===== src/rtl/fft4_frame_sequencer_if.sv =====
// Bus bundle for the 4-point FFT frame sequencer: sample stream in, FFT
// launch/result bus, bin stream out and status. Suffixes are seen from the
// sequencer's side (_i driven into it, _o driven by it).
interface fft4_frame_sequencer_if #(
  parameter int SAMPLE_SIZE      = 16,
  parameter int CALCULATION_SIZE = 24
);
  logic [SAMPLE_SIZE-1:0]        sample_in_i;
  logic                          sample_valid_i;
  logic                          sample_ready_o;
  logic [4*SAMPLE_SIZE-1:0]      fft_input_real_o;
  logic                          fft_read_o;
  logic                          fft_done_i;
  logic [4*CALCULATION_SIZE-1:0] fft_output_real_i;
  logic [4*CALCULATION_SIZE-1:0] fft_output_imag_i;
  logic [CALCULATION_SIZE-1:0]   bin_real_o;
  logic [CALCULATION_SIZE-1:0]   bin_imag_o;
  logic [1:0]                    bin_index_o;
  logic                          bin_last_o;
  logic                          bin_valid_o;
  logic                          bin_ready_i;
  logic                          busy_o;
  logic                          timeout_error_o;

  modport slave (
    input  sample_in_i, sample_valid_i, fft_done_i, fft_output_real_i,
           fft_output_imag_i, bin_ready_i,
    output sample_ready_o, fft_input_real_o, fft_read_o, bin_real_o,
           bin_imag_o, bin_index_o, bin_last_o, bin_valid_o, busy_o,
           timeout_error_o
  );

  modport master (
    output sample_in_i, sample_valid_i, fft_done_i, fft_output_real_i,
           fft_output_imag_i, bin_ready_i,
    input  sample_ready_o, fft_input_real_o, fft_read_o, bin_real_o,
           bin_imag_o, bin_index_o, bin_last_o, bin_valid_o, busy_o,
           timeout_error_o
  );
endinterface


===== src/rtl/fft4_frame_sequencer.sv =====
// Packs streaming samples into 4-sample frames, launches one FFT per frame,
// waits (with timeout) for the result and streams the 4 bins out.
// A one-frame collector keeps taking samples while the FFT is occupied.
//
// state | meaning
// ------+------------------------------------------------------------
// IDLE  | no FFT job; a completed (or pending) frame launches at once
// START | fft_read strobe, frame presented on fft_input_real
// BUSY  | waiting for fft_done, timeout down-counter running
// DRAIN | bins 0..3 presented with valid/ready from the result register
module fft4_frame_sequencer #(
  parameter int SAMPLE_SIZE      = 16,
  parameter int CALCULATION_SIZE = 24,
  parameter int TIMEOUT_CYCLES   = 64
) (
  input logic                   clock_i,
  input logic                   reset_i,
  fft4_frame_sequencer_if.slave bus
);
  localparam int SW = SAMPLE_SIZE;
  localparam int CW = CALCULATION_SIZE;
  localparam int TW = $clog2(TIMEOUT_CYCLES);

  typedef enum logic [1:0] {IDLE, START, BUSY, DRAIN} state_t;

  state_t          state_q;
  logic [SW-1:0]   slot_q [4];
  logic [2:0]      count_q;
  logic            pending_q;
  logic [4*SW-1:0] frame_q;
  logic [TW-1:0]   timer_q;
  logic [4*CW-1:0] res_real_q;
  logic [4*CW-1:0] res_imag_q;
  logic [1:0]      idx_q;
  logic            fft_read_q;
  logic            bin_valid_q;
  logic            timeout_q;

  logic            accept;
  logic            frame_done;
  logic            drain_end;
  logic            engine_free;
  logic            launch_new;
  logic            launch_pend;
  logic            launch;
  logic [4*SW-1:0] frame_d;

  // A full collector (pending) stalls the source; otherwise every valid is taken.
  assign accept      = bus.sample_valid_i && !pending_q;
  assign frame_done  = accept && (count_q == 3'd3);
  assign drain_end   = (state_q == DRAIN) && bus.bin_ready_i && (idx_q == 2'd3);
  assign engine_free = (state_q == IDLE) || drain_end;
  assign launch_new  = frame_done && engine_free;
  assign launch_pend = pending_q && engine_free;
  assign launch      = launch_new || launch_pend;
  // A frame completing this cycle has its last sample still on the input bus.
  assign frame_d     = launch_pend ? {slot_q[3], slot_q[2], slot_q[1], slot_q[0]}
                                   : {bus.sample_in_i, slot_q[2], slot_q[1], slot_q[0]};

  // Collector: fill slots in arrival order, hand frames over or hold one pending.
  always_ff @(posedge clock_i or negedge reset_i) begin
    if (!reset_i) begin
      for (int k = 0; k < 4; k++) slot_q[k] <= '0;
      count_q   <= '0;
      pending_q <= 1'b0;
      frame_q   <= '0;
    end else begin
      if (accept) slot_q[count_q[1:0]] <= bus.sample_in_i;
      if (launch) begin
        frame_q   <= frame_d;
        count_q   <= '0;
        pending_q <= 1'b0;
      end else if (accept) begin
        count_q <= count_q + 3'd1;
        if (frame_done) pending_q <= 1'b1;
      end
    end
  end

  // Sequencer FSM: launch, wait with timeout, capture results, drain bins.
  always_ff @(posedge clock_i or negedge reset_i) begin
    if (!reset_i) begin
      state_q     <= IDLE;
      timer_q     <= '0;
      res_real_q  <= '0;
      res_imag_q  <= '0;
      idx_q       <= '0;
      fft_read_q  <= 1'b0;
      bin_valid_q <= 1'b0;
      timeout_q   <= 1'b0;
    end else begin
      case (state_q)
        IDLE: begin
          if (launch) begin
            state_q    <= START;
            fft_read_q <= 1'b1;
          end
        end
        START: begin
          fft_read_q <= 1'b0;
          timer_q    <= TW'(TIMEOUT_CYCLES - 1);
          state_q    <= BUSY;
        end
        BUSY: begin
          if (bus.fft_done_i) begin
            res_real_q  <= bus.fft_output_real_i;
            res_imag_q  <= bus.fft_output_imag_i;
            idx_q       <= '0;
            bin_valid_q <= 1'b1;
            state_q     <= DRAIN;
          end else if (timer_q == '0) begin
            // Frame is dropped; a pending frame relaunches through IDLE.
            timeout_q <= 1'b1;
            state_q   <= IDLE;
          end else begin
            timer_q <= timer_q - TW'(1);
          end
        end
        DRAIN: begin
          if (bus.bin_ready_i) begin
            idx_q <= idx_q + 2'd1;
            if (idx_q == 2'd3) begin
              bin_valid_q <= 1'b0;
              if (launch) begin
                state_q    <= START;
                fft_read_q <= 1'b1;
              end else begin
                state_q <= IDLE;
              end
            end
          end
        end
        default: state_q <= IDLE;
      endcase
    end
  end

  assign bus.sample_ready_o   = !pending_q;
  assign bus.fft_input_real_o = frame_q;
  assign bus.fft_read_o       = fft_read_q;
  // Bins are passed through bit-exact from the captured result buses.
  assign bus.bin_real_o       = res_real_q[int'(idx_q)*CW +: CW];
  assign bus.bin_imag_o       = res_imag_q[int'(idx_q)*CW +: CW];
  assign bus.bin_index_o      = idx_q;
  assign bus.bin_last_o       = bin_valid_q && (idx_q == 2'd3);
  assign bus.bin_valid_o      = bin_valid_q;
  assign bus.busy_o           = (state_q != IDLE);
  assign bus.timeout_error_o  = timeout_q;
endmodule


===== src/flat_wrapper.sv =====
// flat-port wrapper written by rule: the top's interface ports become plain ports
module fft4_frame_sequencer_flat 
#(
  parameter int SAMPLE_SIZE      = 16,
  parameter int CALCULATION_SIZE = 24,
  parameter int TIMEOUT_CYCLES   = 64
)
  (clock_i, reset_i, bus_sample_in_i, bus_sample_valid_i, bus_fft_done_i, bus_fft_output_real_i, bus_fft_output_imag_i, bus_bin_ready_i, bus_sample_ready_o, bus_fft_input_real_o, bus_fft_read_o, bus_bin_real_o, bus_bin_imag_o, bus_bin_index_o, bus_bin_last_o, bus_bin_valid_o, bus_busy_o, bus_timeout_error_o);
  fft4_frame_sequencer_if #(.SAMPLE_SIZE(SAMPLE_SIZE), .CALCULATION_SIZE(CALCULATION_SIZE)) bus_i ();
  input logic clock_i;
  input logic reset_i;
  input wire logic [$bits(bus_i.sample_in_i)-1:0] bus_sample_in_i;
  input wire logic [$bits(bus_i.sample_valid_i)-1:0] bus_sample_valid_i;
  input wire logic [$bits(bus_i.fft_done_i)-1:0] bus_fft_done_i;
  input wire logic [$bits(bus_i.fft_output_real_i)-1:0] bus_fft_output_real_i;
  input wire logic [$bits(bus_i.fft_output_imag_i)-1:0] bus_fft_output_imag_i;
  input wire logic [$bits(bus_i.bin_ready_i)-1:0] bus_bin_ready_i;
  output wire logic [$bits(bus_i.sample_ready_o)-1:0] bus_sample_ready_o;
  output wire logic [$bits(bus_i.fft_input_real_o)-1:0] bus_fft_input_real_o;
  output wire logic [$bits(bus_i.fft_read_o)-1:0] bus_fft_read_o;
  output wire logic [$bits(bus_i.bin_real_o)-1:0] bus_bin_real_o;
  output wire logic [$bits(bus_i.bin_imag_o)-1:0] bus_bin_imag_o;
  output wire logic [$bits(bus_i.bin_index_o)-1:0] bus_bin_index_o;
  output wire logic [$bits(bus_i.bin_last_o)-1:0] bus_bin_last_o;
  output wire logic [$bits(bus_i.bin_valid_o)-1:0] bus_bin_valid_o;
  output wire logic [$bits(bus_i.busy_o)-1:0] bus_busy_o;
  output wire logic [$bits(bus_i.timeout_error_o)-1:0] bus_timeout_error_o;
  assign bus_i.sample_in_i = bus_sample_in_i;
  assign bus_i.sample_valid_i = bus_sample_valid_i;
  assign bus_i.fft_done_i = bus_fft_done_i;
  assign bus_i.fft_output_real_i = bus_fft_output_real_i;
  assign bus_i.fft_output_imag_i = bus_fft_output_imag_i;
  assign bus_i.bin_ready_i = bus_bin_ready_i;
  assign bus_sample_ready_o = bus_i.sample_ready_o;
  assign bus_fft_input_real_o = bus_i.fft_input_real_o;
  assign bus_fft_read_o = bus_i.fft_read_o;
  assign bus_bin_real_o = bus_i.bin_real_o;
  assign bus_bin_imag_o = bus_i.bin_imag_o;
  assign bus_bin_index_o = bus_i.bin_index_o;
  assign bus_bin_last_o = bus_i.bin_last_o;
  assign bus_bin_valid_o = bus_i.bin_valid_o;
  assign bus_busy_o = bus_i.busy_o;
  assign bus_timeout_error_o = bus_i.timeout_error_o;
  fft4_frame_sequencer #(.SAMPLE_SIZE(SAMPLE_SIZE), .CALCULATION_SIZE(CALCULATION_SIZE), .TIMEOUT_CYCLES(TIMEOUT_CYCLES)) u_core (.clock_i(clock_i), .reset_i(reset_i), .bus(bus_i));
endmodule

===== config.mk =====
export PLATFORM = sky130hd
export DESIGN_NAME = fft4_frame_sequencer_flat
export DESIGN_NICKNAME = d
export VERILOG_FILES = /design/src/rtl/fft4_frame_sequencer_if.sv /design/src/rtl/fft4_frame_sequencer.sv /design/src/flat_wrapper.sv
export SDC_FILE = /design/constraint.sdc
export NUM_CORES = 1
export LEC_CHECK = 0
export CELL_PAD_IN_SITES_DETAIL_PLACEMENT = 0
export CELL_PAD_IN_SITES_GLOBAL_PLACEMENT = 1
export CORE_ASPECT_RATIO = 1.5
export CORE_MARGIN = 3
export CORE_UTILIZATION = 46
export CTS_BUF_LIST = sky130_fd_sc_hd__clkbuf_8
export DETAILED_ROUTE_END_ITERATION = 7
export GPL_TIMING_DRIVEN = 0
export PLACE_DENSITY_LB_ADDON = 0.3
export SLEW_MARGIN = 20
export SYNTH_ARGS = -nofsm -noshare
export SYNTH_HDL_FRONTEND = slang
export SYNTH_SLANG_ARGS = --single-unit
export TNS_END_PERCENT = 1

===== constraint.sdc =====
create_clock -name clock_i -period 4.95 [get_ports clock_i]
set_input_delay 0.99 -clock clock_i [delete_from_list [all_inputs] [get_ports clock_i]]
set_output_delay 0.99 -clock clock_i [all_outputs]
set_load 0.1 [all_outputs]

==> summary.txt <==
Setup path
  • Critical Path AT: 3.34 ns
  • Critical path class: reg2out
  • CP startpoint: u_core.bus.bin_index_o[1]$_DFFE_PN0P_
  • Critical Path End Type: output port
  • Reg2reg start: u_core.count_q[0]$_DFFE_PN0P_
  • Element type at the critical path start: flop
  • Critical-path maximum fanout: 10
  • FF-to-FF setup slack: 2.79 ns
  • Reg2Reg Depth: 6
  • End of the worst register-to-register path: u_core.bus.fft_input_real_o[42]$_DFFE_PN0P_
  • CP required: 3.96 ns
  • Setup crit end: bus_bin_imag_o[11]

Clock network
  • CTS sink cnt: 337
  • Cts bufs inserted: 53
  • Clock-pin transition on the worst setup and hold timing paths: 0.06 ns
  • Cts repair resizes: 0
  • Setup bufs post-CTS: 0
  • CTS tree: built
  • Root buffer cell: clkbuf_8
  • CTS max path bufs: 3
  • Clk_lat worst skew: 0.58 ns
  • Hold Buf Count CTS: 0
  • CTS H-tree lvls: 2

Yosys
  • Gate Count Post-Synth: 883
  • Ys flop type: dfrtp_1
  • Post-synth EDFFs: 0
  • Sequential share of the synthesized area: 59.9%
  • Syn nets: 1104
  • Mapped Area: 14100 um^2
  • Syn. warnings: 0
  • Post-synth ARST share: 100%
  • Unique cell type count in the Yosys netlist: 34
  • Seq cells post-synth: 337
  • Synthesized area per cell: 16.0 um^2

Drt
  • Drt total wl: 37700 um
  • Routed length per instance: 22.0 um
  • DR pass1 iterations: 4
  • Via/cell ratio: 5.26
  • Remaining DRCs: 0
  • DRT iter0 DRCs: 372
  • Vias: 9040
  • ANT nets after route: 0

GRT
  • Pin count of the biggest net entering global routing: 95
  • GRT overflow: 0
  • GRT Overall Usage: 23.1%
  • Vias in the first global route: 10017
  • Initial antenna violation count: 10
  • First-pass GRT wire length: 57900 um

STA
  • Slew HR: 27.1%
  • Slew @ Worst Pin: 1.09 ns
  • Final Max Slew Viols: 0
  • Tmin final: 4.33 ns
  • RSZ-0062 raised after global routing: no
  • Final Hold Fails: 0
  • Final cycle utilization of the critical path: 87.6%
  • F_max: 231 MHz
  • Clk_skew: 0.00733 ns
  • Final setup vio count: 0

Finish
  • Final-stage net count: 1494
  • Layout cells sized above 1: 35.8%
  • Area grow syn2layout: 35.2%
  • Final Core Density: 63.8%

Die
  • FP Rows: 77
  • Starting Density: 47.2%
  • Chip Height: 220 um
  • Core Footprint: 29900 um^2
  • Die area: 32800 um^2
  • Boundary pin count: 333
  • Die W: 149 um

Placement
  • Final GP Congestion: 0.800
  • Port Buf Inserts: 332
  • DPL Wire Length: 27300 um

Status
  • Status: finished, final reports clean

Run
  • MaxCap Viol Count: 0

Hold path
  • Worst min path class: in2async
## routing by layer
layer,global-route usage (%),vias up,routed length [um]
met4,9.01,2,1180
met2,40.1,311,19400
met1,27.3,4649,14400
met5,0,-,13
met3,6.47,71,2690
li1,-,4007,-
## synth_stat cells (4+ instances only)
cell type,n,share of area [%]
nand3_1,5,0.18
o21ai_0,4,0.14
mux2_2,300,24
clkbuf_1,10,0.27
inv_1,7,0.19
mux2i_1,17,1.2
ha_1,8,0.71
buf_2,36,1.3
nand2_1,10,0.27
dfrtp_1,337,60
mux2_1,4,0.32
o31ai_1,4,0.21
a21oi_1,27,0.96
nor2_1,30,0.80
buf_4,6,0.32
mux4_2,48,7.7
## state kept, by name, summed over array words and instances, names as in the netlist
register                     count
u_core.slot_q                   64
u_core.count_q                   3
u_core.bus.bin_index_o           2
u_core.state_q                   2
u_core.timer_q                   6
u_core.bus.fft_input_real_o     64
u_core.pending_q                 1
u_core.res_imag_q               96
u_core.bus.bin_valid_o           1
u_core.res_real_q               96
u_core.bus.timeout_error_o       1
u_core.bus.fft_read_o            1
## critical path, cell delays in order (launching register included)
cell             delay (ns)
dfrtp_1                0.37
clkbuf_1               0.18
clkbuf_1               0.65
mux4_2                 0.34
clkdlybuf4s50_1        1.22
## cell usage in the layout, fill, tap and decap left out, types with 3 or more instances in the layout
master / n
nor2b_1: 3
mux2_1: 4
buf_2: 36
buf_16: 3
dfrtp_1: 337
nand2_1: 10
clkinv_2: 5
mux4_2: 48
clkbuf_1: 10
nand3_1: 5
a22o_1: 3
inv_1: 28
a21oi_1: 27
clkbuf_8: 67
buf_4: 6
ha_1: 8
nor2_1: 30
clkdlybuf4s50_1: 331
diode_2: 10
o31ai_1: 4
mux2i_1: 17
and2_1: 3
o21ai_0: 4
mux2_2: 300
## per-stage QoR
stage | hold slack [ns] | instances | area (um^2) | worst slack (ns) | TNS [ns]
2_1_floorplan | 0.454 | 883 | 14100 | 1.71 | 0
3_3_place_gp | 0.452 | 1610 | 17900 | -11.86 | -3986.19
3_5_place_dp | 0.467 | 1613 | 18000 | 1.18 | 0
4_1_cts | 0.364 | 1707 | 19000 | 0.521 | 0
5_1_grt | 0.387 | 1715 | 19000 | 0.433 | 0
6_report | 0.359 | 1717 | 19000 | 0.616 | 0
## how the worst min path moves through the flow
stage,cells after the start,to
after floorplan,1,u_core.timer_q[4]$_DFFE_PN0P_
after detailed placement,1,u_core.bus.timeout_error_o$_DFFE_PN0P_
after global placement,1,u_core.bus.timeout_error_o$_DFFE_PN0P_
after CTS,1,u_core.res_real_q[11]$_DFFE_PN0P_
final,1,u_core.res_real_q[11]$_DFFE_PN0P_
after global routing,1,u_core.res_real_q[11]$_DFFE_PN0P_
## cells by family after synthesis
| logic type | synth area share (%) |
|---|---|
| mux | 33.2 |
| simple gates | 1.95 |
| buf+inv | 2.05 |
| compound gates | 2.24 |
| fa+ha+maj | 0.711 |
| flops | 59.9 |
## area by class of cell
cell class,count,area [um^2]
Fill cell,2251,10800
Inverter,7,26.3
Clock buffer,67,922
Clock inverter,27,111
Buffer,52,263
Tap cell,395,494
Multi-Input combinational cell,487,5360
Timing Repair Buffer,335,3410
Sequential cell,337,8430
Antenna cell,10,25.0
Power is left out: the tool's default activity adds up to more than one toggle a clock period on the data nets, which glitch-free logic cannot reach.
